## src/rtl/eq_band_gain_mixer.sv

```systemverilog
// Per-band gain mixer: captures NUM_BANDS filter outputs, scales each by a Q2.14 gain, sums, rounds, saturates.
// Latency: output_valid rises NUM_BANDS+1 clocks after the capturing enable edge; one shared multiplier.
// Backpressure: none; an enable arriving while a mix is in progress is dropped and flagged on overrun.
module eq_band_gain_mixer #(
  parameter int NUM_BANDS = 3,
  parameter int ADDR_W    = 2,
  parameter int GAIN_W    = 16
) (
  input  logic                      clk,
  input  logic                      reset_n,
  input  logic                      enable,
  input  logic [24*NUM_BANDS-1:0]   band_samples,
  input  logic                      gain_wr_en,
  input  logic [ADDR_W-1:0]         gain_wr_addr,
  input  logic [GAIN_W-1:0]         gain_wr_data,
  output logic [23:0]               output_sample,
  output logic                      output_valid,
  output logic                      sat,
  output logic                      busy,
  output logic                      overrun
);

  localparam int SAMP_W = 24;
  localparam int ACC_W  = 48;
  localparam int PROD_W = SAMP_W + GAIN_W;
  localparam int IDX_W  = (NUM_BANDS > 1) ? $clog2(NUM_BANDS) : 1;

  localparam logic [1:0] IDLE  = 2'd0;
  localparam logic [1:0] ACCUM = 2'd1;
  localparam logic [1:0] OUT   = 2'd2;

  localparam logic [IDX_W-1:0]         LAST_IDX = IDX_W'(NUM_BANDS - 1);
  localparam logic signed [GAIN_W-1:0] UNITY    = GAIN_W'(16384);
  localparam logic signed [ACC_W-1:0]  RND_HALF = 48'sd8192;
  localparam logic signed [ACC_W-1:0]  SAT_MAX  = 48'sd8388607;
  localparam logic signed [ACC_W-1:0]  SAT_MIN  = -48'sd8388608;

  logic [1:0]               state;
  logic [IDX_W-1:0]         idx;
  logic signed [ACC_W-1:0]  acc;

  logic signed [SAMP_W-1:0] samp_lat [NUM_BANDS];
  logic signed [GAIN_W-1:0] gain_reg [NUM_BANDS];
  logic signed [GAIN_W-1:0] gain_act [NUM_BANDS];

  logic                     capture;
  logic signed [SAMP_W-1:0] mul_a;
  logic signed [GAIN_W-1:0] mul_b;
  logic signed [PROD_W-1:0] product;
  logic signed [ACC_W-1:0]  product_ext;
  logic signed [ACC_W-1:0]  acc_rnd;
  logic signed [ACC_W-1:0]  acc_shr;
  logic                     clip_hi;
  logic                     clip_lo;
  logic [SAMP_W-1:0]        result;

  assign capture = (state == IDLE) && enable;
  assign busy    = (state != IDLE);

  // Shared multiplier: operands are selected by the running band index.
  always_comb begin
    mul_a       = samp_lat[idx];
    mul_b       = gain_act[idx];
    product     = mul_a * mul_b;
    product_ext = {{(ACC_W - PROD_W){product[PROD_W-1]}}, product};
  end

  // Round half up back to Q0, then clip to the 24-bit signed range.
  always_comb begin
    acc_rnd = acc + RND_HALF;
    acc_shr = acc_rnd >>> 14;
    clip_hi = (acc_shr > SAT_MAX);
    clip_lo = (acc_shr < SAT_MIN);
    if (clip_hi) begin
      result = SAMP_W'(SAT_MAX);
    end else if (clip_lo) begin
      result = SAMP_W'(SAT_MIN);
    end else begin
      result = acc_shr[SAMP_W-1:0];
    end
  end

  // Programmable gain registers; out-of-range addresses are dropped.
  always_ff @(posedge clk or negedge reset_n) begin
    if (!reset_n) begin
      for (int k = 0; k < NUM_BANDS; k++) begin
        gain_reg[k] <= UNITY;
      end
    end else if (gain_wr_en && (int'(gain_wr_addr) < NUM_BANDS)) begin
      gain_reg[gain_wr_addr] <= gain_wr_data;
    end
  end

  // Capture samples and freeze the gain set so a mix never sees a half-updated gain table.
  always_ff @(posedge clk or negedge reset_n) begin
    if (!reset_n) begin
      for (int k = 0; k < NUM_BANDS; k++) begin
        samp_lat[k] <= '0;
        gain_act[k] <= UNITY;
      end
    end else if (capture) begin
      for (int k = 0; k < NUM_BANDS; k++) begin
        samp_lat[k] <= band_samples[SAMP_W*k +: SAMP_W];
        gain_act[k] <= gain_reg[k];
      end
    end
  end

  // Sequencer: one multiply-accumulate per band, then one cycle to publish the result.
  always_ff @(posedge clk or negedge reset_n) begin
    if (!reset_n) begin
      state <= IDLE;
      idx   <= '0;
      acc   <= '0;
    end else begin
      case (state)
        IDLE: begin
          if (enable) begin
            idx   <= '0;
            acc   <= '0;
            state <= ACCUM;
          end
        end
        ACCUM: begin
          acc <= acc + product_ext;
          idx <= idx + 1'b1;
          if (idx == LAST_IDX) begin
            state <= OUT;
          end
        end
        OUT: begin
          state <= IDLE;
        end
        default: begin
          state <= IDLE;
        end
      endcase
    end
  end

  // Output register: sample holds between mixes; valid, sat and overrun are single-cycle pulses.
  always_ff @(posedge clk or negedge reset_n) begin
    if (!reset_n) begin
      output_sample <= '0;
      output_valid  <= 1'b0;
      sat           <= 1'b0;
      overrun       <= 1'b0;
    end else begin
      output_valid <= (state == OUT);
      sat          <= (state == OUT) && (clip_hi || clip_lo);
      overrun      <= enable && (state != IDLE);
      if (state == OUT) begin
        output_sample <= result;
      end
    end
  end

endmodule

```

## config.mk

```make
export PLATFORM = sky130hd
export DESIGN_NAME = eq_band_gain_mixer
export DESIGN_NICKNAME = d
export VERILOG_FILES = /design/src/rtl/eq_band_gain_mixer.sv
export SDC_FILE = /design/constraint.sdc
export NUM_CORES = 2
export LEC_CHECK = 0
export ABC_AREA = 1
export CELL_PAD_IN_SITES_DETAIL_PLACEMENT = 1
export CELL_PAD_IN_SITES_GLOBAL_PLACEMENT = 2
export CORE_ASPECT_RATIO = 0.6
export CORE_MARGIN = 2
export CORE_UTILIZATION = 38
export DETAILED_ROUTE_END_ITERATION = 7
export PLACE_DENSITY_LB_ADDON = 0.1
export SYNTH_ARGS = -nofsm -noshare
export SYNTH_HDL_FRONTEND = slang
export SYNTH_SLANG_ARGS = --single-unit
```

## constraint.sdc

```tcl
create_clock -name clk -period 8 [get_ports clk]
set_input_delay 0.8 -clock clk [delete_from_list [all_inputs] [get_ports clk]]
set_output_delay 0.8 -clock clk [all_outputs]
set_load 0.01 [all_outputs]
```

# Yosys cells after proc, flatten, opt, wreduce, memory -nomap -nowiden

Cells that the tools add are included.
W data, S select, Z words.

Word-level logic and storage cells: 62
Flip-flop bits (word level): 247
Output and inout bits: 28

$lt $le $gt $ge: 6
Muxes and demuxes: 18
Add/sub/neg operators: 3
Bitwise gates (word level): 2
$mul: 1
Equality and inequality tests: 5
Reduce and logical (&&, ||, !) cells: 11

Operators with widths:

| kind                     | count |
|---|---|
| $mux W24                 | 4 |
| $pmux W48 S2             | 1 |
| $add A48 B15 Y48 const B | 1 |
| $add A48 B40 Y48         | 1 |
| $bmux W24 S2             | 1 |
| $bwmux W48               | 1 |
| $mux W16                 | 3 |
| $mux W48                 | 1 |
| $mul A24 B16 Y40         | 1 |
| $gt A34 B24 Y1 const B   | 1 |
| $lt A34 B24 Y1 const B   | 1 |
| $bmux W16 S2             | 1 |
| $demux W16 S2            | 1 |
| $pmux W2 S2              | 2 |
| $ge A3 B3 Y1 const B     | 2 |
| $mux W2                  | 3 |
| $not A2 Y3               | 2 |
| $logic_and A1 B1 Y1      | 5 |
| $eq A2 B2 Y1 const B     | 2 |
| $ne A2 B2 Y1 const B     | 2 |
| $reduce_and A2 Y1        | 2 |
| $reduce_bool A2 Y1       | 2 |
| $lt A3 B1 Y1 const B     | 1 |
| $add A2 B1 Y2 const B    | 1 |
| other kinds (4)          | 4 |

# Logic depth before layout (Yosys ltp)

Depth in word-level cells: 7
Depth in mapped cells: 35
Gate-level depth less buffers: 33

# Worst setup path after synthesis

No wires, ideal clock.

Path kind: flip-flop to flip-flop
From: register idx[1]
To: register acc[44]
Setup time: 0.126 ns
Required time: 7.874 ns
Stages on the path, launching flop included: 29
Period minus slack after synthesis: 6.727 ns
Arrival time: 6.601 ns
Path slack: 1.273 ns
Path buffers: 3
Cells stage by stage: dfrtp_1 > inv_1 > clkbuf_2 > clkbuf_1 > o21ai_0 > o21ai_1 > clkbuf_1 > nand2_1 > inv_1 > fa_1 > fa_1 > inv_1 > fa_1 > fa_1 > inv_1 > fa_1 > inv_1 > fa_1 > inv_1 > ha_1 > nand2_1 > nor2_1 > inv_1 > nor4_1 > nand3b_1 > nand3_1 > nand2_1 > nand2_1 > o21ai_0

Longest elaborated chain between the ends: 7
Elaborated cells between the ends (all ways): 10
Those cells by class: add/sub (1); mul (1); mux (7); bitwise (1)

Ends and longest elaborated chain:

| item                                                                    | line   | RTL |
|---|---|---|
| from (decl)                                                             | 39     | `logic [IDX_W-1:0] idx;` |
| from (signal assigned)                                                  | 126    | `idx <= idx + 1'b1;` |
| $not A2 Y3 (not written as such) *                                      | 62, 63 |  |
| $bmux W24 S2 or $bmux W16 S2 (tied branches)                            | 62, 63 |  |
| $mux W24 (not written as such) or $mux W16 (tied branches) (2 in a row) | 62, 63 |  |
| $mul A24 B16 Y40 *                                                      | 64     | `product = mul_a * mul_b;` |
| $add A48 B40 Y48 *                                                      | 125    | `acc <= acc + product_ext;` |
| $pmux W48 S2 *                                                          | 116    | `case (state)` |
| to (signal assigned)                                                    | 125    |  |
| to (decl)                                                               | 40     | `logic signed [ACC_W-1:0] acc;` |

Every way passes the cells marked *; elsewhere a longest branch is shown, timed or not. The select of a mux whose other input is x is not followed.
A chain may end at the register's enable or synchronous reset.

# Final worst setup path

From: register idx[0]
To: register acc[29]

Same word-level chain as after synthesis.

==> metrics.txt <==
Slew Limit Fails 0; DR pass1 iterations 5; final period utilization 0.946; Post-synth EDFFs 0; Most flops, register samp_lat; initial antenna violation count 1; Critical Path Sink Type register; most common cell in the netlist nand2_1; Syn. warnings 0; largest area contributor in the netlist fa_1; sequential share of the synthesized area 0.217; WP data arrival 8040 ps; post-route minimum period 7570 ps; GR Util All Layers 0.268; core area ~74000 sq um; type of the worst min-delay path input port to asynchronous set/reset pin; first-pass GRT wire length 158 mm; Final Hold Viols 0; via count 23.5k; Async S/R FF share, synth 1.00; Hold-fix buffers, CTS 0; Worst path slowest cell fa_1; mapped cell area 28500 sq um; layout cells sized above 1 0.0603; Final Net Count 4437; post-synth top area share 0.316; Worst Max-Slew Pin Slew between 1000 and 1500 ps; Port Buffers 121; die width 358 microns; outcome finished clean; CTS Buf Count 29; synth top area cells fa_1 32%, dfrtp_1 21%, nand2_1 15%, inv_1 11%, ha_1 5.8%; critical path required time around 8500 ps; clk slew on worst S/H paths 60 ps; RR Startpoint idx[0]$_DFFE_PN0P_; Longest Clk Path Bufs 3; Fin Hold WS 199 ps; startpoint class of the critical path register; fmax 0.132 GHz; Reg2Reg Setup Slack 430 ps; max reg flops 72; Antenna Nets Post-Route 0; most frequent cells after synthesis 1123 x nand2_1, 835 x inv_1, 450 x fa_1, 241 x dfrtp_1, 236 x nor2_1; row count 77; largest net degree at the start of global routing 153; syn avg cell area 7.83 sq um; clk_lat worst skew 610 ps; setup TNS 0 ps; number of global-route vias before repair 26.4k; Syn Nets 4320; post-DP HPWL 82.7 mm; Initial Util 0.385; I/O Pins 122; WP buf/inv 13; Slew HR 0.151; Final Skew 31.6 ps; DR vias/cell 4.93; final setup fails 0; Non-Filler Instances 4768; Gate Count Post-Synth 3643; # clock sinks 247; clock root cell clkbuf_16; Crit path max-delay family adder cells; Yosys reg bits between 200 and 250; worst reg2reg path depth 31; Final GP Congestion around 0.9; post-synth cell types 43; crit-path max cell delay 600 ps; classification of the worst setup path register to register; ys flop type dfrtp_1; n_diodes 0; final WL roughly 100 mm; synthesis-to-finish area growth 13.4%; # H-tree levels 1; die area 77300 sq um; Die Height 216 microns; CTS tree built; Crit path top cell by count inv_1; DRC viols 0; R2R Path End acc[29]$_DFFE_PN0P_; Max Cap Viol 0; routed len/inst 20.9 microns; grt ovf 0; first-iteration detailed-routing DRC count 1486; fill count around 9k; CP max FO 24; placed instance count 4714
cell usage in the layout, fill, tap and decap left out, drive strengths merged:
cell type / Yosys / routed
nand2: 1135 / 1135
inv: 840 / 838
fa: 450 / 450
nor2: 247 / 247
dfrtp: 241 / 241
o21ai: 210 / 210
ha: 133 / 133
clkdlybuf4s50: 0 / 120
a21oi: 99 / 99
buf: 19 / 87
nand3: 50 / 50
clkbuf: 102 / 40
xor2: 25 / 25
xnor2: 16 / 16
nor3: 12 / 12
a21o: 10 / 10
clkinvlp: 0 / 7
a21boi: 7 / 7
o21bai: 6 / 6
dfstp: 6 / 6
nor4: 6 / 6
clkinv: 1 / 6
a22o: 5 / 5
or2: 4 / 4
o22ai: 4 / 4
nand3b: 3 / 3
nand4: 3 / 3
a31oi: 3 / 3
and3: 2 / 2
bufinv: 0 / 2
a22oi: 2 / 2
o21a: 1 / 1
o211ai: 1 / 1
worst reg2reg max path: cells and delay by family (launching register included):
| family | cells | cell delay, ps |
|---|---|---|
| buf+inv | 13 | 1640 |
| simple gates | 6 | 740 |
| flops | 1 | 390 |
| fa+ha+maj | 7 | 3540 |
| compound gates | 5 | 1130 |
per-layer routing:
metal / track usage / wire (microns) / vias up
met5: 0 / 0 / -
met4: 0.0370 / 1330 / 0
met3: 0.0550 / 7180 / 75
met2: 0.377 / 39600 / 532
met1: 0.429 / 51500 / 12100
li1: - / - / 10900
repair_timing:
item / in CTS / in global routing
buffers inserted: 0 / 2
gates resized for setup: 1 / 26
endpoints found under the setup margin: 2 / 26
cloned: 0 / 0
kinds of logic (layout without fill, tap and decap cells):
kind of cell,after synthesis,in the layout,synth area share
flops,247,247,0.217
compound gates,348,348,0.0673
simple gates,1462,1462,0.200
xor+xnor,41,41,0.0126
buf+inv,962,1100,0.129
fa+ha+maj,583,583,0.374
worst max-delay path by stage:
stage                                   from                   to  slack [ps]  depth (start not counted)
after floorplan           idx[1]$_DFFE_PN0P_  acc[44]$_DFFE_PN0P_        1270                         28
after global placement    idx[1]$_DFFE_PN0P_  acc[36]$_DFFE_PN0P_         100                         27
after detailed placement  idx[1]$_DFFE_PN0P_  acc[28]$_DFFE_PN0P_        -0.2                         24
after CTS                 idx[1]$_DFFE_PN0P_  acc[44]$_DFFE_PN0P_          20                         27
after global routing      idx[0]$_DFFE_PN0P_  acc[37]$_DFFE_PN0P_         -30                         33
final                     idx[0]$_DFFE_PN0P_  acc[29]$_DFFE_PN0P_         430                         31
final cells by class:
| cell class | instances | area [sq um] | share of cell area |
|---|---|---|---|
| multi-input combinational | 2434 | 18800 | 0.581 |
| timing repair buffer | 207 | 2010 | 0.0620 |
| clock inverter | 12 | 139 | 0.00429 |
| inverter | 841 | 3170 | 0.0980 |
| sequential | 247 | 6190 | 0.191 |
| clock buffer | 40 | 807 | 0.0250 |
| tap | 987 | 1230 | 0.0382 |
through the flow:
stage / area (sq um) / setup WS [ps] / utilization
global placement: 31300 / 102 / 0.423
CTS: 32200 / 23.5 / 0.436
global route: 32300 / -34.8 / 0.437
finish: 32300 / 429 / 0.437
detailed placement: 31300 / -0.244 / 0.423
floorplan: 28500 / 1270 / -
Power is left out: the tool's default activity adds up to more than one toggle a clock period on the data nets, which glitch-free logic cannot reach.
